### src/rtl/spi_txn_arbiter.sv
// spi_txn_arbiter: round-robin arbiter sharing one single-byte SPI master among NREQ requesters.
// Define SPI_ARB_TIMEOUT_EN to abort transfers the master has not finished within TIMEOUT cycles.
module spi_txn_arbiter #(
    parameter int NREQ    = 4,
    parameter int TIMEOUT = 64
) (
    input  logic              clk,
    input  logic              rst,
    input  logic [NREQ-1:0]   req,
    input  logic [2*NREQ-1:0] req_sel,
    input  logic [8*NREQ-1:0] req_data,
    output logic [NREQ-1:0]   gnt,
    output logic [NREQ-1:0]   ack,
    output logic [7:0]        rsp_data,
    output logic              err,
    output logic              busy,
    output logic              m_start,
    output logic [1:0]        m_slave_sel,
    output logic [7:0]        m_mosi_data,
    input  logic              m_sending,
    input  logic              m_done,
    input  logic [7:0]        m_miso_data
);
    localparam int IW = $clog2(NREQ);

    if (NREQ < 2 || NREQ > 8 || TIMEOUT < 2 || TIMEOUT > 255) begin : g_bad_param
        $error("spi_txn_arbiter: NREQ must be 2..8 and TIMEOUT 2..255");
    end

`ifdef SPI_ARB_TIMEOUT_EN
    typedef enum logic [2:0] {IDLE, LAUNCH, WAIT, RESP, DRAIN} state_e;
    logic [7:0] cnt_q, cnt_d;
`else
    typedef enum logic [1:0] {IDLE, LAUNCH, WAIT, RESP} state_e;
`endif

    state_e          state_q, state_d;
    logic [IW-1:0]   ptr_q, ptr_d, win;
    logic [NREQ-1:0] gnt_q, gnt_d, ack_q, ack_d, win_oh;
    logic [7:0]      rsp_q, rsp_d, mosi_q, mosi_d;
    logic [1:0]      sel_q, sel_d, win_sel;
    logic            err_q, err_d, start_q, start_d;

    always_comb begin
        win = '0;
        // Scan downward so the requester closest at-or-after the pointer wins.
        for (int i = NREQ - 1; i >= 0; i--)
            if (req[IW'((int'(ptr_q) + i) % NREQ)]) win = IW'((int'(ptr_q) + i) % NREQ);
        win_oh  = NREQ'(1) << win;
        win_sel = req_sel[2*win +: 2];
        state_d = state_q;
        ptr_d   = ptr_q;
        gnt_d   = gnt_q;
        ack_d   = '0;
        err_d   = 1'b0;
        rsp_d   = rsp_q;
        start_d = start_q;
        sel_d   = sel_q;
        mosi_d  = mosi_q;
        case (state_q)
            IDLE: if (|req) begin
                gnt_d  = win_oh;
                ptr_d  = (int'(win) == NREQ - 1) ? '0 : win + 1'b1;
                sel_d  = win_sel;
                mosi_d = req_data[8*win +: 8];
                if (win_sel == 2'b11) begin
                    state_d = RESP;
                    ack_d   = win_oh;
                    err_d   = 1'b1;
                    rsp_d   = 8'h00;
                end else begin
                    state_d = LAUNCH;
                    start_d = 1'b1;
                end
            end
            LAUNCH: if (m_sending) begin
                start_d = 1'b0;
                state_d = WAIT;
            end
            WAIT: if (m_done) begin
                rsp_d   = m_miso_data;
                ack_d   = gnt_q;
                state_d = RESP;
            end
            RESP: begin
                gnt_d   = '0;
                state_d = IDLE;
            end
`ifdef SPI_ARB_TIMEOUT_EN
            DRAIN: if (!m_sending) begin
                rsp_d   = 8'hFF;
                ack_d   = gnt_q;
                err_d   = 1'b1;
                state_d = RESP;
            end
`endif
            default: state_d = IDLE;
        endcase
`ifdef SPI_ARB_TIMEOUT_EN
        cnt_d = (state_q == LAUNCH || state_q == WAIT) ? cnt_q + 8'd1 : 8'd0;
        // A completing m_done in the same cycle as expiry takes precedence.
        if ((state_q == LAUNCH || (state_q == WAIT && !m_done)) && cnt_q == 8'(TIMEOUT - 1)) begin
            start_d = 1'b0;
            state_d = DRAIN;
        end
`endif
    end

    always_ff @(posedge clk or posedge rst) begin
        if (rst) begin
            state_q <= IDLE;
            ptr_q   <= '0;
            gnt_q   <= '0;
            ack_q   <= '0;
            err_q   <= 1'b0;
            rsp_q   <= 8'h00;
            start_q <= 1'b0;
            sel_q   <= 2'b00;
            mosi_q  <= 8'h00;
`ifdef SPI_ARB_TIMEOUT_EN
            cnt_q   <= 8'd0;
`endif
        end else begin
            state_q <= state_d;
            ptr_q   <= ptr_d;
            gnt_q   <= gnt_d;
            ack_q   <= ack_d;
            err_q   <= err_d;
            rsp_q   <= rsp_d;
            start_q <= start_d;
            sel_q   <= sel_d;
            mosi_q  <= mosi_d;
`ifdef SPI_ARB_TIMEOUT_EN
            cnt_q   <= cnt_d;
`endif
        end
    end

    assign gnt         = gnt_q;
    assign ack         = ack_q;
    assign err         = err_q;
    assign rsp_data    = rsp_q;
    assign m_start     = start_q;
    assign m_slave_sel = sel_q;
    assign m_mosi_data = mosi_q;
    assign busy        = state_q != IDLE;
endmodule
### config.mk
export PLATFORM = sky130hd
export DESIGN_NAME = spi_txn_arbiter
export DESIGN_NICKNAME = d
export VERILOG_FILES = /design/src/rtl/spi_txn_arbiter.sv
export SDC_FILE = /design/constraint.sdc
export NUM_CORES = 1
export LEC_CHECK = 0
export ABC_CLOCK_PERIOD_IN_PS = 3100
export BUFFER_PORTS_ARGS = -buffer_cell sky130_fd_sc_hd__buf_2
export CAP_MARGIN = 20
export CORE_UTILIZATION = 35
export DETAILED_ROUTE_END_ITERATION = 8
export MAX_ROUTING_LAYER = met4
export PLACE_DENSITY = 0.65
export RECOVER_POWER = 50
export SYNTH_ARGS = -nofsm -noshare
export SYNTH_HDL_FRONTEND = slang
export SYNTH_SLANG_ARGS = --single-unit
### constraint.sdc
create_clock -name clk -period 3.1 [get_ports clk]
set_input_delay 0.775 -clock clk [delete_from_list [all_inputs] [get_ports clk]]
set_output_delay 0.775 -clock clk [all_outputs]
set_load 0.05 [all_outputs]
==> run_results.csv <==
group,metric,value,unit
placement,post-place-ws,0.176,ns
cells_and_area,drive_gt1_share,34.2,%
sta,max_slew_margin,-11.0,%
placement,postPlaceCellArea,0.00239,sq mm
worst_setup_path,startpoint_type,"input pin",
status,violations,"max-capacitance violations, max-slew violations",
sta,skew,0.00727,ns
worst_setup_path,rrSetupSlack,0.65,ns
die,start_util,36.6,%
logic_synthesis,yosysTopAreaCell,"dfrtp_1",
route,highest_layer,"met4",
clocking,post_cts_resized,0,
pwr,p_leak,0.00125,uW
logic_synthesis,ys_types,34,
die,core_area,0.00514,sq mm
grt,grt_pass1_wl,6.91,mm
sta,hold_violations,0,
job,cap_violations,1,
logic_synthesis,synth_common_cells,"dfrtp_1 (32), nand2_1 (24), a211oi_1 (17)",
cells_and_area,syn2layout_area_growth,32.6,%
worst_hold_path,hold_class,"flop to flop",
clocking,post_cts_buffers,0,
route,vias,1651,
route,viasPerCell,4.83,
placement,place_congestion,0.719,
grt,antenna_found_initial,0,
route,dr.pass1.iters,4,
logic_synthesis,synth_seq_cells,32,
clocking,cts_hold_buf,0,
clocking,insertion_delay,0.28,ns
grt,grt_pass1_vias,1552,
logic_synthesis,synthMostInstantiatedCell,"dfrtp_1",
grt,grt_use_total,16.8,%
sta,period_share,84.1,%
placement,dp_hpwl,3.32,mm
sta,tightest_slew,1.66,ns
route,wl_met1,1.96,mm
clocking,cts_max_level,2,
logic_synthesis,synthArstFlopShare,100,%
worst_setup_path,worstSetupPathType,"input pin to flop",
logic_synthesis,synth.top_cell.area_share,42.6,%
logic_synthesis,synth_area,0.00188,sq mm
worst_setup_path,cp.arrival,2.81,ns
route,ant_nets,0,
logic_synthesis,synth_area_per_cell,10.2,sq um
cells_and_area,diodes,0,
clocking,path_clk_slew,0.06,ns
logic_synthesis,synthCells,184,
route,wl,4.22,mm
worst_setup_path,required,3.31,ns
cells_and_area,final_nets,335,
die,die-area,0.00567,sq mm
logic_synthesis,seq_area_frac_synth,42.6,%
logic_synthesis,synth_fp_nets,248,
logic_synthesis,yosys_warnings,0,
clocking,clock_path_buffers,2,
pwr,p_per_area,1090,mW/mm^2
sta,finalMaxSlewViolations,33,
pwr,irDropWorstVdd,0.425,mV
placement,io_buffers,84,
clocking,cts-root-buf,"clkbuf_8",
cells_and_area,finalCoreUtilization,48.5,%
route,route.met2.wl,1.92,mm
pwr,p_total,2720,uW
status,status,"finished, violations left",
die,ios,85,
clocking,cts_sinks,32,
grt,grt_max_degree,33,
sta,fin_crit,2.61,ns
die,fp-row-count,26,
worst_setup_path,endpoint_kind,"flop",
die,fp.dieW,75.3,um
logic_synthesis,synthFlopType,"dfrtp_1",
logic_synthesis,synthTopCellsByArea,"dfrtp_1 (43%), mux2i_1 (6.9%), a211oi_1 (6.8%)",
sta,fin_tns_setup,0,ns
grt,overflow,0,
route,drt-initial-drc-count,55,
worst_setup_path,crit_fanout,23,
sta,max_freq,383,MHz
sta,rsz0062_at_grt,"false",
sta,final-setup-viol-count,0,
die,die_height,75.3,um
clocking,cts_buffers,5,
sta,fin_ws,0.492,ns
logic_synthesis,synth_edf_count,0,
route,drcViolationCount,0,
route,wl_met3,272,um
route,wl_per_cell,12.3,um
clocking,cts_tree,"built",
cells_and_area,post-route-cell-area,0.00249,sq mm
cells in the final DEF, fill, tap and decap left out, types with 2 or more instances in the layout:
cell        n
inv_1       8
o21ai_0     8
clkbuf_8    7
a22o_1      4
buf_2      71
buf_4       3
nor2b_1    10
dfrtp_1    32
a21oi_1     4
nor3_1      4
ha_1        8
a211oi_1   16
clkbuf_1   15
a32o_1      2
mux2i_1    13
a22oi_1     3
nand2b_1    2
a21o_1      9
nand2_1    24
nor2_1      5
o2bb2ai_1   8
cells by family (layout without fill, tap and decap cells):
group	count (synthesis)	count (layout)	synth area share, %
AOI/OAI and AO/OA	60	60	25.1
adders and majority gates	8	8	5.33
muxes	15	15	8.32
buffers and inverters	18	106	4.39
and+or+nand+nor	51	51	14.2
DFF	32	32	42.6
critical path, cell delays in order:
cell and delay (ns):
buf_2 0.12, a21o_1 0.18, a21oi_2 0.14, o22a_4 0.31
mux2i_1 0.11, mux2_2 0.37, o41ai_4 0.62, o2bb2ai_1 0.17
metrics by stage:
step | hold slack [ns] | std cells
2_1_floorplan | 0.533 | 184
3_3_place_gp | 0.456 | 334
3_5_place_dp | 0.462 | 334
4_1_cts | 0.482 | 342
5_1_grt | 0.506 | 342
6_report | 0.480 | 342
flip-flops by register name, indices dropped and copies added, names as in the netlist:
register,cells
m_mosi_data,8
rsp_data,8
ack,4
gnt,4
m_slave_sel,2
ptr_q,2
state_q,2
err,1
m_start,1
final timing paths:
kind,startpoint,end,cells past startpoint
setup reg to reg,ptr_q[1]$_DFFE_PP0P_,rsp_data[7]$_DFFE_PP0P_,7
hold / removal,m_mosi_data[4]$_DFFE_PP0P_,m_mosi_data[4]$_DFFE_PP0P_,1
max in group asynchronous,rst,ack[1]$_DFF_PP0_,3
setup / recovery,req[0],rsp_data[7]$_DFFE_PP0P_,8
min in group asynchronous,rst,m_mosi_data[0]$_DFFE_PP0P_,3
hold reg to reg,m_mosi_data[4]$_DFFE_PP0P_,m_mosi_data[4]$_DFFE_PP0P_,1
power breakdown:
group          leakage, uW  switching, uW  internal, uW
Clock            0.0000645            150           283
Combinational     0.000776           1090           488
Sequential        0.000407            116           592
per-layer routing:
layer,track usage (%),vias to the layer above
met3,4.02,8
met2,26.5,66
met4,6.17,0
met1,21.0,738
met5,-,-
li1,-,839
layout make-up:
cell class | count | area [sq um]
inverters | 9 | 33.8
flip-flops and latches | 32 | 801
multi-input cells | 134 | 1010
clock inverters | 1 | 30.0
fillers | 525 | 2650
repair buffers | 89 | 434
well taps | 70 | 87.6
clock buffers | 7 | 96.3
Power figures use the tool's default switching activity.
